File: config.mk
export PLATFORM = sky130hd
export DESIGN_NAME = id_scoreboard
export DESIGN_NICKNAME = d
export VERILOG_FILES = /design/src/rtl/id_scoreboard.sv
export SDC_FILE = /design/constraint.sdc
export NUM_CORES = 1
export LEC_CHECK = 0
export ABC_AREA = 1
export BUFFER_PORTS_ARGS = -buffer_cell sky130_fd_sc_hd__buf_2
export CORE_AREA = 8 8 156 232
export CTS_BUF_LIST = sky130_fd_sc_hd__clkbuf_2 sky130_fd_sc_hd__clkbuf_4 sky130_fd_sc_hd__clkbuf_8
export DETAILED_ROUTE_END_ITERATION = 10
export DIE_AREA = 0 0 164 240
export GPL_TIMING_DRIVEN = 0
export PLACE_DENSITY_LB_ADDON = 0.08
export RECOVER_POWER = 100
export SYNTH_ARGS = -nofsm -noshare
export SYNTH_HDL_FRONTEND = slang
export SYNTH_SLANG_ARGS = --single-unit
File: constraint.sdc
create_clock -name clk -period 2.8 [get_ports clk]
set_input_delay 0.14 -clock clk [delete_from_list [all_inputs] [get_ports clk]]
set_output_delay 0.14 -clock clk [all_outputs]
set_load 0.05 [all_outputs]
File: src/rtl/id_scoreboard.sv
// Decode-stage register scoreboard: per-register latency counters plus
// multi-cycle (long) write tracking, producing a combinational ID stall request.
module id_scoreboard #(
  parameter  int AW   = 5,
  parameter  int CW   = 3,
  parameter  int NSRC = 2,
  localparam int NREG = 2**AW
) (
  input  logic              clk,
  input  logic              rst,
  input  logic              pipe_adv,
  input  logic              flush,
  input  logic              stall_id,
  input  logic              iss_valid,
  input  logic              iss_we,
  input  logic [AW-1:0]     iss_waddr,
  input  logic [CW-1:0]     iss_lat,
  input  logic              iss_long,
  input  logic [NSRC-1:0]   src_valid,
  input  logic [NSRC*AW-1:0] src_addr,
  input  logic              cpl_valid,
  input  logic [AW-1:0]     cpl_waddr,
  output logic              stallreq,
  output logic [NREG-1:0]   busy_vec,
  output logic              long_pending
);

  logic [CW-1:0]   cnt [NREG];
  logic [NREG-1:0] lng;
  logic [NREG-1:0] busy;
  logic [AW-1:0]   sa;
  logic            src_hz;
  logic            waw_hz;
  logic            issue;

  // Counters stop at zero; a frozen or idle register never wraps back to busy.
  function automatic logic [CW-1:0] sat_dec(input logic [CW-1:0] v);
    return (v == '0) ? '0 : v - CW'(1);
  endfunction

  always_comb begin
    busy = '0;
    for (int r = 1; r < NREG; r++) begin
      busy[r] = (cnt[r] != '0) || lng[r];
    end
  end

  always_comb begin
    src_hz = 1'b0;
    sa     = '0;
    for (int i = 0; i < NSRC; i++) begin
      sa = src_addr[i*AW +: AW];
      if (src_valid[i] && (sa != '0) && busy[sa]) begin
        src_hz = 1'b1;
      end
    end
  end

  // A second write to a register with a long op in flight must wait for its completion.
  assign waw_hz   = iss_valid && iss_we && (iss_waddr != '0) && lng[iss_waddr];
  assign stallreq = src_hz || waw_hz;
  assign issue    = iss_valid && iss_we && (iss_waddr != '0) &&
                    !stallreq && !stall_id && !flush;

  always_ff @(posedge clk or negedge rst) begin
    if (!rst) begin
      for (int r = 0; r < NREG; r++) begin
        cnt[r] <= '0;
      end
      lng <= '0;
    end else begin
      for (int r = 0; r < NREG; r++) begin
        if (flush) begin
          cnt[r] <= '0;
        end else if (issue && (iss_waddr == AW'(r))) begin
          cnt[r] <= iss_long ? '0 : iss_lat;
        end else if (pipe_adv) begin
          cnt[r] <= sat_dec(cnt[r]);
        end
        // Issue is ordered after completion so a same-register issue wins.
        if (cpl_valid && (cpl_waddr == AW'(r))) begin
          lng[r] <= 1'b0;
        end
        if (issue && iss_long && (iss_waddr == AW'(r))) begin
          lng[r] <= 1'b1;
        end
      end
    end
  end

  assign busy_vec     = busy;
  assign long_pending = |lng;

endmodule

* Word level (Yosys, flattened, before mapping)
Index checks and enable logic that the tools add are counted.
** Operators by class
- $add $sub $neg :: 31
- Order comparisons :: 3
- Equal/unequal tests :: 62
- Muxes and demuxes :: 197
- Reductions and logical operators :: 272
** Operators with widths (number)
- 2-to-1 mux 3 bit :: 125
- nonzero test 3 bit :: 62
- equality test 5 bit, second input constant :: 32
- logical AND 1 bit :: 106
- zero test 3 bit :: 31
- subtractor 3 x 1 -> 3 bit, second input constant :: 31
- equality test 5 x 4 -> 1 bit, second input constant :: 16
- 2-to-1 mux 1 bit :: 69
- nonzero test 2 bit :: 32
- equality test 5 x 3 -> 1 bit, second input constant :: 8
- logical OR 1 bit :: 32
- OR reduction 32 bit :: 1
- equality test 5 x 2 -> 1 bit, second input constant :: 4
- < comparator 5 x 6 -> 1 bit, second input constant :: 3
- binary-select mux 1 bit (select 5 bit) :: 3
- nonzero test 5 bit :: 3
- equality test 5 x 1 -> 1 bit, second input constant :: 2
- zero test 5 bit :: 2
- zero test 1 bit :: 3
** Word-level totals
- Register bits :: 125
- Input bits :: 34
- Output and inout bits :: 34
- Word-level logic and storage cells :: 628

* Depth between registers and ports, before layout
- Word-level depth :: 15
- Depth in mapped cells :: 19
- Mapped depth without buffers :: 18

* Worst setup path before layout
Ideal clock, no wire load.
- Path kind :: register -> register
- Start :: register cnt[21] (netlist bit)
- End :: register cnt[47] (netlist bit)
- Setup time :: 66 ps
- Arrival time :: 2436 ps
- Data required time :: 2734 ps
- Slack :: 299 ps
- Stages on the path, launching flop included :: 17
- Buffers on the path :: 1
- Clock period less this slack :: 2501 ps
- Cells stage by stage :: dfrtp_1 -> nor2_2 -> nand3_1 -> a21oi_1 -> nand2_1 -> nand3_1 -> nand3_1 -> nand2_1 -> nand2_1 -> nand2_1 -> nor2_1 -> nor2_8 -> buf_12 -> nand3_4 -> a21oi_2 -> nand2_1 -> nand2_1
** Between the ends
- Word-level cells in the longest chain between the ends :: 15
- Elaborated cells between the ends (all ways) :: 19
- Those cells by class :: 8 x mux; 11 x reduce/logical
** RTL lines
- from (decl) :: RTL line 28 : logic [CW-1:0] cnt [NREG];
- from (signal, indexed assignment) :: RTL line 76 : cnt[r] <= iss_long ? '0 : iss_lat;
- from (signal, indexed assignment) :: RTL line 78 : cnt[r] <= sat_dec(cnt[r]);
- nonzero test 3 bit * :: RTL line 44 : busy[r] = (cnt[r] != '0) || lng[r];
- logical OR 1 bit * :: RTL line 44
- net busy_vec[24] :: RTL line 24 : output logic [NREG-1:0] busy_vec,
- binary-select mux 1 bit (select 5 bit) :: RTL line 53 : if (src_valid[i] && (sa != '0) && busy[sa]) begin
- 2-to-1 mux 1 bit (implied by the code) :: RTL line 53
- logical AND 1 bit :: RTL line 53
- 2-to-1 mux 1 bit :: RTL line 53
- 2-to-1 mux 1 bit * :: RTL line 53
- logical OR 1 bit * :: RTL line 61 : assign stallreq = src_hz || waw_hz;
- zero test 1 bit * :: RTL line 63 : !stallreq && !stall_id && !flush;
- logical AND 1 bit * :: RTL line 62 : assign issue = iss_valid && iss_we && (iss_waddr != '0) &&
- logical AND 1 bit * (2 in series) :: RTL line 63
- logical AND 1 bit * :: RTL line 75 : end else if (issue && (iss_waddr == AW'(r))) begin
- 2-to-1 mux 3 bit :: RTL line 75
- 2-to-1 mux 3 bit :: RTL line 73 : if (flush) begin
The timed path passes the listed nets; every way through them passes the cells marked *. The select of a mux whose other input is x is not followed.
A chain may end at the register's enable or synchronous reset.

* Worst setup path after layout
- Start :: register cnt[63] (netlist bit)
- End :: output stallreq
** Between the ends
- Word-level cells in the longest chain between the ends :: 8
- Elaborated cells between the ends (all ways) :: 11
- Those cells by class :: 6 x mux; 5 x reduce/logical
** RTL lines
- nonzero test 3 bit * :: RTL line 44
- logical OR 1 bit * :: RTL line 44
- binary-select mux 1 bit (select 5 bit) :: RTL line 53
- 2-to-1 mux 1 bit (implied by the code) :: RTL line 53
- logical AND 1 bit :: RTL line 53
- 2-to-1 mux 1 bit :: RTL line 53
- 2-to-1 mux 1 bit * :: RTL line 53
- logical OR 1 bit * :: RTL line 61
- to (decl) :: RTL line 23 : output logic stallreq,
Mark *: on every way between the ends. The rest lies on a longest branch, timed or not. The select of a mux whose other input is x is not followed.

==> results.yml <==
outcome:
  outcome: "finished with violations"
  violations: "capacitance limit, slew limit"
worst_setup_path:
  cp_max_fo: 6
  crit_type: "register to output port"
  worstReg2RegEnd: "cnt[54]"
  arrival_ns: 2.54
  end_kind: "output port"
  startpoint: "cnt[63]"
  reg2reg_depth: 17
  critPathCapture: "stallreq"
  required_ns: 2.66
  start_kind: "register"
  r2r_start: "cnt[63]"
  r2r_slack_ns: 0.14
yosys:
  synthCells: 1504
  ys_ff_latch: 125
  synth-edff-count: 0
  syn_nets: 1538
  synth_cell_types: 33
  yosysSeqAreaShare_pct: 32.2
  yosysWarnings: 0
  syn_area_um2: 9700
  synthFlopType: "dfrtp_1"
  avgSynthCellArea_um2: 6.45
  synthArstFlopShare_pct: 100
clocking:
  cts_root_buf: "clkbuf_8"
  clk_latency_ns: 0.50
  tritoncts: "done"
  clk_pin_slew_ns: 0.08
  clkSinkCount: 125
  cts_buffer_depth: 2
  cts_buffers: 17
  h-tree-depth: 4
global_routing:
  grtUsageTotal_pct: 21.9
  grt_pass1_vias: 10500
  grt_start_max_net_pins: 73
  grt_pass1_wl_um: 64500
  antenna_found_initial: 0
  grt_overflow: 0
final_layout:
  area_delta_synth_final_pct: 18.4
  final_core_util_pct: 34.9
  nets: 1637
  multi_input_area_um2: 6130
  finalNonFillerCells: 2035
  diodes: 0
  register_area_um2: 3130
  final_layout_size_suffix_gt1_share_pct: 15.3
  fin_area_um2: 11500
  fillerInstances: 3619
power:
  leakage_nw: 5.87
  pwr-share-comb_pct: 20.6
  power_density_nw_per_um2: 387
  power_mw: 4.44
  clock_power_share_pct: 38.2
  switching_share_pct: 33.7
  ir_worst_vdd_v: 0.000318
  p_seq_share_pct: 41.2
  p_int_mw: 2.95
  p_switching_mw: 1.49
drt:
  ant_nets: 0
  vias: 10600
  drc: 0
  drtIter0Drc: 630
  wl_um: 42500
  detail_route.wl_per_cell_um: 20.9
  viasPerCell: 5.23
  dr.pass1.iters: 5
sta:
  final-setup-viol-count: 0
  fmax_mhz: 374
  rsz0062_at_grt: "false"
  finalClockSkew_ns: 0.0137
  final_hold_viol_count: 0
  slew_violations: 72
  finalCritPeriodShare_pct: 95.5
  worstMarginPinSlew_ns: 2.07
  relSlewSlack_pct: -38.1
  finalCriticalPeriod_ns: 2.68
placement:
  dp_hpwl_um: 32200
  placedCellCount: 1987
  port_buffers: 61
  dpl_cell_area_um2: 10600
  gp_congestion: 0.970
hold_path:
  hp-class: "primary input to register"
run:
  max_cap_viol_count: 1
floorplan:
  die_y_um: 240
  fp.dieW_um: 164
  fp.dieArea_um2: 39400
  rows: 82
  fp.coreArea_um2: 32900
  initial_core_util_pct: 29.5
  ioPinCount: 68
## metal layers
layer  vias up  track usage [%]  wire [µm]
li1       5168                -          -
met1      5096             25.3      17200
met2       290             38.8      21800
met3        86             3.08       1710
met4         0             10.6       1860
met5         -                0          0
## critical path: stages, from the launching register on
cell and delay, ns:
dfrtp_1 0.44, nor3_2 0.23, nand2_1 0.17, nand2_1 0.09, nand3_1 0.10, nand3_1 0.10
nand3_1 0.08, a21oi_2 0.15, nor2_2 0.09, nor2_8 0.20, buf_12 0.15, inv_1 0.04
buf_4 0.18
## flip-flops by register name (all words and copies together) (netlist names)
name,count
cnt,93
lng,32
## power groups by stage
stage | clock [mW] | combinational, mW | sequential (mW)
2_1_floorplan | 0 | 0.504 | 1.86
3_3_place_gp | 0 | 0.849 | 1.87
3_5_place_dp | 0 | 0.855 | 1.87
4_1_cts | 1.75 | 0.877 | 1.83
5_1_grt | 1.81 | 0.966 | 1.83
6_report | 1.70 | 0.913 | 1.83
## worst min path at each step
stage / depth (start not counted) / endpoint / from
final: 4 / lng[0] / cpl_valid
after global routing: 4 / lng[0] / cpl_valid
after CTS: 4 / lng[0] / cpl_valid
after detailed placement: 1 / cnt[9] / rst
after global placement: 3 / lng[0] / cpl_waddr[4]
after floorplan: 0 / cnt[0] / rst
## final cells by class
class,instances,share of cell area (%)
flip-flops and latches,125,27.3
clock inverters,7,0.763
repair buffers,81,4.17
clock buffers,24,2.66
well taps,420,4.58
multi-input cells,1203,53.4
plain buffers,70,3.76
inverters,105,3.44
## synthesized netlist by cell type (2+ instances only)
library cell	count	area share (%)
a21oi_1	35	1.8
buf_12	3	0.62
o21ai_0	38	2.0
nor2_2	12	0.77
nand3_4	27	4.9
buf_6	5	0.58
dfrtp_1	125	32
o22ai_1	14	0.90
a21oi_2	29	2.6
nor2_1	93	3.6
clkbuf_1	33	1.3
o21ai_1	2	0.10
buf_2	9	0.46
nor4_1	4	0.26
buf_4	14	1.1
inv_1	98	3.8
nand2_1	644	25
nand3_1	171	8.8
nand4_1	109	7.0
nor3_1	15	0.77
inv_2	5	0.19
nand2_2	2	0.13
buf_1	7	0.27
## repair_timing
item	4_1_cts	5_1_grt
pin swaps	7	4
resized for setup	70	26
hold buffers	2	0
endpoints found under the hold margin	72	0
gates cloned	0	1
endpoints found under the setup margin	102	124
buffers inserted	7	8
## metrics by stage
step | TNS, ns | setup slack [ns] | hold WS, ns
after floorplan | 0 | 0.299 | -0.156
after global placement | -74.24 | -0.563 | 0.477
after detailed placement | -6.75 | -0.416 | 0.248
after CTS | 0 | 0.0417 | 0.0113
after global routing | 0 | 0.00424 | 0.0757
final | 0 | 0.125 | 0.0348
## cell usage in the layout (no fill, tap or decap), drive strengths merged
cell type and n:
a21oi 64, a22oi 2, a31oi 1, and3 1, buf 87, bufinv 2
clkbuf 86, clkinv 6, clkinvlp 1, conb 1, dfrtp 125, dlygate4sd3 2
inv 103, nand2 647, nand3 198, nand4 109, nor2 106, nor3 16
nor4 4, o21ai 40, o22ai 14
## logic make-up after synthesis
| family | count (synthesis) | share of synthesized area, % |
|---|---|---|
| DFF | 125 | 32.2 |
| AOI/OAI and AO/OA | 121 | 7.66 |
| buffers and inverters | 176 | 8.37 |
| and+or+nand+nor | 1081 | 51.7 |
| other | 1 | 0.0387 |
Note: power is estimated with default switching activity, not from simulation.
